File: src/rtl/fetch_pkg.sv
// Shared types, constants and the address-legality helper for the fetch stage.
package fetch_pkg;

  typedef enum logic [1:0] {
    RUN   = 2'd0,
    HALT  = 2'd1,
    FAULT = 2'd2
  } fetch_state_t;

  localparam logic [31:0] HALT_WORD    = 32'h0000_0000;
  localparam int          PC_STEP      = 4;
  localparam int          IMEM_BYTE_AW = 8;

  // Legal fetch address: word aligned and inside the 256-byte instruction memory.
  function automatic logic legal_addr(input logic [63:0] addr);
    return (addr[1:0] == 2'b00) && (addr[63:IMEM_BYTE_AW] == '0);
  endfunction

endpackage

File: src/rtl/fetch_if.sv
// Fetch-stage bus: control inputs, instruction-memory port and IF/ID outputs.
interface fetch_if #(
    parameter int N  = 64,
    parameter int AW = 6
);
  logic          stall;
  logic          br_taken;
  logic [N-1:0]  br_target;
  logic [AW-1:0] imem_addr;
  logic [31:0]   imem_q;
  logic [31:0]   if_instr;
  logic [N-1:0]  if_pc;
  logic          if_valid;
  logic          halted;
  logic          fault;
  logic [31:0]   instr_count;

  modport master (
    input  stall, br_taken, br_target, imem_q,
    output imem_addr, if_instr, if_pc, if_valid, halted, fault, instr_count
  );

  modport slave (
    output stall, br_taken, br_target, imem_q,
    input  imem_addr, if_instr, if_pc, if_valid, halted, fault, instr_count
  );
endinterface

File: src/rtl/ifid_reg.sv
// IF/ID pipeline register: load captures a new instruction, flush drops its valid bit.
module ifid_reg #(
    parameter int N = 64
) (
    input  logic         clk,
    input  logic         reset,
    input  logic         load,
    input  logic         flush,
    input  logic [31:0]  instr_d,
    input  logic [N-1:0] pc_d,
    output logic [31:0]  instr,
    output logic [N-1:0] pc,
    output logic         valid
);

  always_ff @(posedge clk) begin
    if (reset) begin
      instr <= '0;
      pc    <= '0;
      valid <= 1'b0;
    end else if (flush) begin
      valid <= 1'b0;
    end else if (load) begin
      instr <= instr_d;
      pc    <= pc_d;
      valid <= 1'b1;
    end
  end

endmodule

File: src/rtl/fetch_unit.sv
// LEGv8 instruction fetch: PC, RUN/HALT/FAULT control, IF/ID register and delivery counter.
module fetch_unit
  import fetch_pkg::*;
#(
    parameter int N          = 64,
    parameter int IMEM_WORDS = 64
) (
    input logic      clk,
    input logic      reset,
    fetch_if.master  bus
);

  localparam int AW = $clog2(IMEM_WORDS);

  fetch_state_t state, state_nx;
  logic [N-1:0] pc, pc_nx, pc_inc;
  logic         end_pending, end_nx;
  logic [31:0]  count;
  logic         load, flush;
  logic         target_ok, inc_ok;
  logic [31:0]  ifid_instr;
  logic [N-1:0] ifid_pc;
  logic         ifid_valid;

  always_comb begin
    pc_inc    = pc + N'(PC_STEP);
    target_ok = legal_addr(64'(bus.br_target));
    inc_ok    = legal_addr(64'(pc_inc));
    state_nx  = state;
    pc_nx     = pc;
    end_nx    = end_pending;
    load      = 1'b0;
    flush     = 1'b0;
    case (state)
      RUN: begin
        if (bus.br_taken) begin
          flush  = 1'b1;
          end_nx = 1'b0;
          if (target_ok) pc_nx = bus.br_target;
          else           state_nx = FAULT;
        end else if (end_pending) begin
          // Last word was already delivered at the top of memory; fault one cycle later.
          flush    = 1'b1;
          state_nx = FAULT;
        end else if (!bus.stall) begin
          if (bus.imem_q == HALT_WORD) begin
            flush    = 1'b1;
            state_nx = HALT;
          end else begin
            load = 1'b1;
            if (inc_ok) pc_nx  = pc_inc;
            else        end_nx = 1'b1;
          end
        end
      end
      HALT: begin
        flush = 1'b1;
        if (bus.br_taken) begin
          if (target_ok) begin
            state_nx = RUN;
            pc_nx    = bus.br_target;
          end else begin
            state_nx = FAULT;
          end
        end
      end
      default: flush = 1'b1;
    endcase
  end

  always_ff @(posedge clk) begin
    if (reset) begin
      state       <= RUN;
      pc          <= '0;
      end_pending <= 1'b0;
      count       <= '0;
    end else begin
      state       <= state_nx;
      pc          <= pc_nx;
      end_pending <= end_nx;
      if (load && (count != '1)) count <= count + 32'd1;
    end
  end

  ifid_reg #(.N(N)) u_ifid (
    .clk     (clk),
    .reset   (reset),
    .load    (load),
    .flush   (flush),
    .instr_d (bus.imem_q),
    .pc_d    (pc),
    .instr   (ifid_instr),
    .pc      (ifid_pc),
    .valid   (ifid_valid)
  );

  assign bus.imem_addr   = pc[AW+1:2];
  assign bus.if_instr    = ifid_instr;
  assign bus.if_pc       = ifid_pc;
  assign bus.if_valid    = ifid_valid;
  assign bus.halted      = (state == HALT);
  assign bus.fault       = (state == FAULT);
  assign bus.instr_count = count;

endmodule

File: src/flat_wrapper.sv
// flat-port wrapper written by rule: the top's interface ports become plain ports
module fetch_unit_flat import fetch_pkg::*;
#(
    parameter int N          = 64,
    parameter int IMEM_WORDS = 64
)
  (clk, reset, bus_stall, bus_br_taken, bus_br_target, bus_imem_q, bus_imem_addr, bus_if_instr, bus_if_pc, bus_if_valid, bus_halted, bus_fault, bus_instr_count);
  fetch_if #(.N(N), .AW(6)) bus_i ();
  input logic clk;
  input logic reset;
  input wire logic [$bits(bus_i.stall)-1:0] bus_stall;
  input wire logic [$bits(bus_i.br_taken)-1:0] bus_br_taken;
  input wire logic [$bits(bus_i.br_target)-1:0] bus_br_target;
  input wire logic [$bits(bus_i.imem_q)-1:0] bus_imem_q;
  output wire logic [$bits(bus_i.imem_addr)-1:0] bus_imem_addr;
  output wire logic [$bits(bus_i.if_instr)-1:0] bus_if_instr;
  output wire logic [$bits(bus_i.if_pc)-1:0] bus_if_pc;
  output wire logic [$bits(bus_i.if_valid)-1:0] bus_if_valid;
  output wire logic [$bits(bus_i.halted)-1:0] bus_halted;
  output wire logic [$bits(bus_i.fault)-1:0] bus_fault;
  output wire logic [$bits(bus_i.instr_count)-1:0] bus_instr_count;
  assign bus_i.stall = bus_stall;
  assign bus_i.br_taken = bus_br_taken;
  assign bus_i.br_target = bus_br_target;
  assign bus_i.imem_q = bus_imem_q;
  assign bus_imem_addr = bus_i.imem_addr;
  assign bus_if_instr = bus_i.if_instr;
  assign bus_if_pc = bus_i.if_pc;
  assign bus_if_valid = bus_i.if_valid;
  assign bus_halted = bus_i.halted;
  assign bus_fault = bus_i.fault;
  assign bus_instr_count = bus_i.instr_count;
  fetch_unit #(.N(N), .IMEM_WORDS(IMEM_WORDS)) u_core (.clk(clk), .reset(reset), .bus(bus_i));
endmodule
File: config.mk
export PLATFORM = sky130hd
export DESIGN_NAME = fetch_unit_flat
export DESIGN_NICKNAME = d
export VERILOG_FILES = /design/src/rtl/fetch_pkg.sv /design/src/rtl/fetch_if.sv /design/src/rtl/ifid_reg.sv /design/src/rtl/fetch_unit.sv /design/src/flat_wrapper.sv
export SDC_FILE = /design/constraint.sdc
export NUM_CORES = 1
export LEC_CHECK = 0
export ABC_CLOCK_PERIOD_IN_PS = 3900
export CORE_ASPECT_RATIO = 0.9
export CORE_MARGIN = 1
export CORE_UTILIZATION = 49
export CTS_CLUSTER_DIAMETER = 40
export CTS_CLUSTER_SIZE = 8
export DETAILED_ROUTE_END_ITERATION = 16
export PLACE_DENSITY_LB_ADDON = 0.25
export SETUP_SLACK_MARGIN = 0.1
export SYNTH_ARGS = -nofsm -noshare
export SYNTH_HDL_FRONTEND = slang
export SYNTH_SLANG_ARGS = --single-unit
File: constraint.sdc
create_clock -name clk -period 3.9 [get_ports clk]
set_input_delay 0.585 -clock clk [delete_from_list [all_inputs] [get_ports clk]]
set_output_delay 0.585 -clock clk [all_outputs]
set_load 0.005 [all_outputs]
-- After elaboration in Yosys (flattened, before gate mapping)
Cells that the tools add are included.
- register bits: 196
- input port bits: 100
- output and inout bits: 137
- word-level logic and storage cells: 66
- $add $sub $neg: 2
- equal/unequal tests: 11
- mux-type cells: 31
- bitwise gates (word level): 1
- reductions and logical operators: 14
- operators with widths (kind ; number):
    64-bit two-way mux ; 7
    64-bit one-hot mux with 2 select lines ; 1
    56-bit zero test ; 2
    64-bit by 3-bit adder with 64-bit output (second input constant) ; 1
    32-bit by 1-bit adder with 32-bit output (second input constant) ; 1
    32-bit zero test ; 1
    32-bit != test (second input constant) ; 1
    1-bit two-way mux ; 15
    2-bit two-way mux ; 7
    3-bit != test (second input constant) ; 4
    2-bit zero test ; 3
    6-bit AND reduction ; 1
    5-bit AND reduction ; 1
    4-bit by 2-bit != test with 1-bit output (second input constant) ; 1
    4-bit by 3-bit != test with 1-bit output (second input constant) ; 1
    2-bit one-hot mux with 2 select lines ; 1
    1-bit logical AND ; 3
    3-bit by 2-bit != test with 1-bit output (second input constant) ; 1
    2-bit by 1-bit == test with 1-bit output (second input constant) ; 1
    2-bit == test (second input constant) ; 1
    2-bit != test (second input constant) ; 1
    2-bit AND reduction ; 1
    2-bit nonzero test ; 1
    2-bit OR reduction ; 1
    1-bit NOT ; 1

-- Depth between registers and ports, before layout
- depth in word-level cells: 9
- gate-level depth with buffers: 12
- gate-level depth less buffers: 10

-- Cells and area by module
A second synthesis with hierarchy kept.
- cells, all modules: 1085
- area total of the unflattened synthesis: 9674.3 µm²
- modules (own cells, without submodules) (module ; instances ; cells each ; area each (µm²) ; sequential area each (µm²)):
    fetch_unit ; 1 ; 646 ; 5301.3 ; 1981.9
    ifid_reg ; 1 ; 439 ; 4372.9 ; 1941.9

-- Worst setup path before layout
OpenSTA, ideal clock, no wires.
- kind: register -> register
- start: register u_core.pc[2]
- end: register u_core.pc[31]
- library setup time: 0.081 ns
- data arrival time: 3.277 ns
- required time: 3.819 ns
- setup slack: 0.542 ns
- stages on the path, launching flop included: 13
- path buffers: 2
- clock period less this slack: 3.358 ns
- path through: dfxtp_1 ha_1 clkbuf_1 nand4_1 or4_4 o41ai_1 o211ai_1 a2111o_1 nor4_4 and4_4 nand4b_4 buf_6 a211oi_2
- word-level cells in the longest chain between the ends: 7
- elaborated cells on any way between the ends: 11
- those cells by class: 1 x add/sub; 1 x eq/ne; 6 x mux; 3 x reduce/logical
- ends and longest elaborated chain (element ; RTL line ; text):
    from (decl) ; fetch_unit.sv:16 ; logic [N-1:0] pc, pc_nx, pc_inc;
    from (signal assigned) ; fetch_unit.sv:79 ; pc <= pc_nx;
    64-bit by 3-bit adder with 64-bit output * ; fetch_unit.sv:26 ; pc_inc = pc + N'(PC_STEP);
    branches (longest 6 deep; another with 56-bit zero test) ; n/a ;
Mark *: on every way between the ends. The select of a mux whose other input is x is not followed.
A chain may end at the register's enable or synchronous reset.

-- Final worst setup path
- start: register u_core.pc[27]
- end: register u_core.pc[18]
- word-level cells in the longest chain between the ends: 5
- ends and longest elaborated chain (element ; RTL line ; text):
    64-bit by 3-bit adder with 64-bit output ; fetch_unit.sv:26 ;
    56-bit zero test ; fetch_pkg.sv:16 ; return (addr[1:0] == 2'b00) && (addr[63:IMEM_BYTE_AW] == '0);
    1-bit logical AND ; fetch_pkg.sv:16 ;
    3-bit by 2-bit != test with 1-bit output (no line) ; n/a ;
    6-bit AND reduction (no line) ; n/a ;
No other way between the ends.

==> summary by stage <==
Outcome
The run finished with clean final reports.

Setup path
The cell with the most instances on the worst path is sky130_fd_sc_hd__nor4_4. At the worst endpoint, the required time is roughly 4.3 ns. The sort of element at the end of the critical path is a register. The data arrival time at the worst-slack endpoint is between 3 and 4 ns. Traced cell by cell, the critical path runs through nand3_2 > or4_4 > nor4_4 > nand3_1 > a2111o_1 > nor4_4 > and4_4 > nand4b_4 > buf_12 > a211oi_1. The launching element type of the critical path is a register.

Of all nets on the critical path, the largest fanout is 19. For this run, the slowest stage of the critical path takes 0.57 ns. The slowest cell on the critical path is sky130_fd_sc_hd__or4_4. Broken down by cell family, the worst path's largest delay share belongs to simple AND/OR/NAND/NOR gates. The number of buffers and inverters on the critical path is 1. The critical setup path kind is register to register.

Floorplanning
The core box area is 0.0179 sq mm. The overall die height is roughly 130 um. In this run the core area contains 46 standard-cell rows.

The number of I/O pins is 237. The die is 146 um wide. The starting density of the core is 50.7%. The area of the die is 0.0191 sq mm.

Timing
The relative slew slack is ~34%. The number of slew-limit violations in the final report is 0. The final worst clock skew is 0.00945 ns. Setup violations remaining at the end of the flow were counted as 0. The slew at the pin closest to its max-slew limit is 0.990 ns. The time the worst path needs with I/O delays and setup is ~3.5 ns. Dividing the final minimum period by the clock period gives 90.4%. The setup TNS is 0 ns. The number of failing hold endpoints at the final stage is 0. Setup repair after global routing left no endpoint under its margin. The hold slack is 0.454 ns. The highest achievable clock rate is 0.284 GHz. Setup slack on the critical path of the routed design comes to 0.373 ns.

Place
The congestion estimate from routability-driven global placement came to 0.940. In this run the tool buffered the top-level ports with 236 buffer cells. The instance area at placement is 0.0117 sq mm. The wire-length estimate of the detail-placed layout is 19.8 mm.

Timing analysis after detailed placement gives a worst setup slack of between 0.3 and 0.4 ns.

Detailed routing
The top routing layer in use is met4. The detailed-route DRC error count is 0. In the detailed route, the total length drawn on met3 is 1.87 mm. The routed metal-1 wire length is 11.9 mm.

Using the TritonRoute via totals, the vias-per-cell ratio works out to about 5.6. For this block, the routed nets add up to 27.0 mm of wire. The violation count after the first detailed-route iteration is 719. In the final routed layout, each cell accounts on average for 16.6 um. For this run, the detailed router's first-pass iteration total came to 5. Across all layers, the routed design uses 9179 vias. The number of nets with antenna violations after routing is 0. The wire length on met2 is 12.7 mm.

Synthesis
The post-synthesis register bit count is around 200. The register area share after synthesis is 43.2%. The area of the mapped netlist is a little over 0.009 sq mm. The synthesized design contains 0 enable-type register cells. By area the synthesized netlist is led by sky130_fd_sc_hd__dfxtp_1, sky130_fd_sc_hd__nand2_1, sky130_fd_sc_hd__a21oi_1. The Yosys step of the flow raised 0 warnings. The post-synth net total is 1266. The share of synthesized registers carrying an async set or reset is 0%. The portion of synthesized cell area occupied by the leading cell type is 43.2%. Summed over all instances, the cell type with the most area after synthesis is sky130_fd_sc_hd__dfxtp_1. The netlist uses 67 different library cells. Synthesis produced a netlist whose cell count is about 1200. In the synthesized netlist the dominant register cell turns out to be sky130_fd_sc_hd__dfxtp_1.

The average instance area after synthesis is around 8 sq um.

Pwr
The analysis attributes to cell leakage a power of 3.97 nW. In this run the power density over the cells is 335 mW/mm^2. The worst-case IR drop observed on VDD is 314 uV.

Clock network
The clock latency on the worst-skew pair is 0.45 ns. The number of H-tree levels is 4. The sink count of the clock tree is 196. TritonCTS created 17 clock buffers. The clock edge transition at the registers on the reported setup and hold paths is 0.07 ns. The TritonCTS clock tree is done. CTS placed an instance of sky130_fd_sc_hd__clkbuf_16 at the clock tree root. The maximum count of clock buffers along a single path is 2. Post-CTS timing repair inserted 0 buffers for setup.

Global route
The overall track demand over capacity in global routing is between 20 and 30%. The initial antenna violation count was 0. The number of global-route vias before repair is 8622.

The largest net degree at the start of global routing is 98. The total overflow left after global routing is 0. The global-route wire length before repair is about 44 mm.

Finish
In the final design database the tool counted ~1500 nets. In the layout the commonest cells are sky130_fd_sc_hd__nand2_1, sky130_fd_sc_hd__clkdlybuf4s50_1, sky130_fd_sc_hd__dfxtp_1, sky130_fd_sc_hd__a21oi_1, sky130_fd_sc_hd__nor2_1. The relative area change from synthesis to final layout is 35.4%. Cells fill approximately 70% of the core in the end.

The library cell used most frequently in the layout, excluding fill and tap cells, is sky130_fd_sc_hd__nand2_1. The repair_antennas step left the layout with diodes totalling 0. After routing the design area is 0.0123 sq mm. The post-route netlist has 7.04% of its cells at a drive strength greater than 1.

Run
Across the run, the number of max-cap violations was 0.

Min path
The type of the tightest min-delay check is register to register.
## routing by layer
metal	GRT usage (%)	up-vias
met5	0	-
met4	8.30	0
met3	6.91	41
met2	47.4	334
met1	36.9	4292
li1	-	4512
## registers in the layout (all words and copies together) (netlist names)
name,cells
u_core.pc,64
u_core.end_pending,1
u_core.u_ifid.pc,64
u_core.state,2
u_core.bus.instr_count,32
u_core.u_ifid.instr,32
u_core.u_ifid.valid,1
## logic make-up (layout without fill, tap and decap cells)
kind of cell / Yosys count / in the layout / synth area share, %
XOR/XNOR: 40 / 40 / 3.86
buffers and inverters: 136 / 364 / 6.12
adder cells (fa/ha/maj): 2 / 2 / 0.275
AO/OA/AOI/OAI: 203 / 203 / 14.2
AND/OR/NAND/NOR: 578 / 578 / 31.3
multiplexers: 9 / 9 / 1.03
flip-flops: 196 / 196 / 43.2
## synth_stat cells (3+ instances only)
master and count:
sky130_fd_sc_hd__dfxtp_1 196, sky130_fd_sc_hd__nor2b_1 3, sky130_fd_sc_hd__buf_1 4, sky130_fd_sc_hd__xnor2_1 27
sky130_fd_sc_hd__or3_1 13, sky130_fd_sc_hd__mux2i_1 6, sky130_fd_sc_hd__nand4_1 47, sky130_fd_sc_hd__and2_1 7
sky130_fd_sc_hd__a221oi_1 4, sky130_fd_sc_hd__nor3_1 23, sky130_fd_sc_hd__a21oi_1 109, sky130_fd_sc_hd__and3_1 10
sky130_fd_sc_hd__nand2_1 242, sky130_fd_sc_hd__a211oi_2 10, sky130_fd_sc_hd__o31ai_1 5, sky130_fd_sc_hd__nor2_1 100
sky130_fd_sc_hd__o211ai_1 5, sky130_fd_sc_hd__inv_1 65, sky130_fd_sc_hd__buf_2 9, sky130_fd_sc_hd__a211oi_1 14
sky130_fd_sc_hd__clkbuf_1 50, sky130_fd_sc_hd__and4_1 13, sky130_fd_sc_hd__xor2_1 13, sky130_fd_sc_hd__a31oi_1 6
sky130_fd_sc_hd__a311oi_1 3, sky130_fd_sc_hd__or4_1 12, sky130_fd_sc_hd__nor3b_1 3, sky130_fd_sc_hd__o311a_1 3
sky130_fd_sc_hd__buf_4 7, sky130_fd_sc_hd__nand3_1 34, sky130_fd_sc_hd__nor4_1 48, sky130_fd_sc_hd__o21ai_0 21
sky130_fd_sc_hd__o41ai_1 3
## worst min-delay path: cells and delay by family (launching register included)
| family | cells | cell delay, ns |
|---|---|---|
| AOI/OAI and AO/OA | 1 | 0.05 |
| and+or+nand+nor | 1 | 0.05 |
| DFF | 1 | 0.31 |
## final cells by class
| type | instances | area, sq um |
|---|---|---|
| clock inverters | 14 | 144 |
| inverters | 65 | 244 |
| clock buffers | 18 | 439 |
| flip-flops and latches | 196 | 3930 |
| well taps | 240 | 300 |
| repair buffers | 267 | 2630 |
| multi-input cells | 832 | 4620 |
| fillers | 1467 | 5600 |
## stage by stage
stage,instances,power (mW)
6_report,1632,4.12
5_1_grt,1632,4.26
4_1_cts,1632,4.14
3_5_place_dp,1600,2.41
3_3_place_gp,1600,2.40
2_1_floorplan,1164,2.21
## power breakdown
group          switching (mW)  internal (mW)
Clock                   0.844          0.918
Sequential             0.0158           2.02
Combinational           0.159          0.166
Total                    1.02           3.10
## final timing paths
check,from,end,slack [ns],cells after the start
worst min register to register,u_core.u_ifid.instr[7]$_SDFFE_PP0P_,u_core.u_ifid.instr[7]$_SDFFE_PP0P_,0.45,2
worst max register to register,u_core.pc[27]$_SDFFE_PP0P_,u_core.pc[18]$_SDFFE_PP0P_,0.37,10
worst max-delay path,u_core.pc[27]$_SDFFE_PP0P_,u_core.pc[18]$_SDFFE_PP0P_,0.37,10
worst min-delay path,u_core.u_ifid.instr[7]$_SDFFE_PP0P_,u_core.u_ifid.instr[7]$_SDFFE_PP0P_,0.45,2
## timing repair
| action | 4_1_cts | 5_1_grt |
|---|---|---|
| resized for setup | 0 | 2 |
| setup endpoints to repair | 0 | 1 |
| hold buffers | 0 | 0 |
Power figures use the tool's default switching activity.
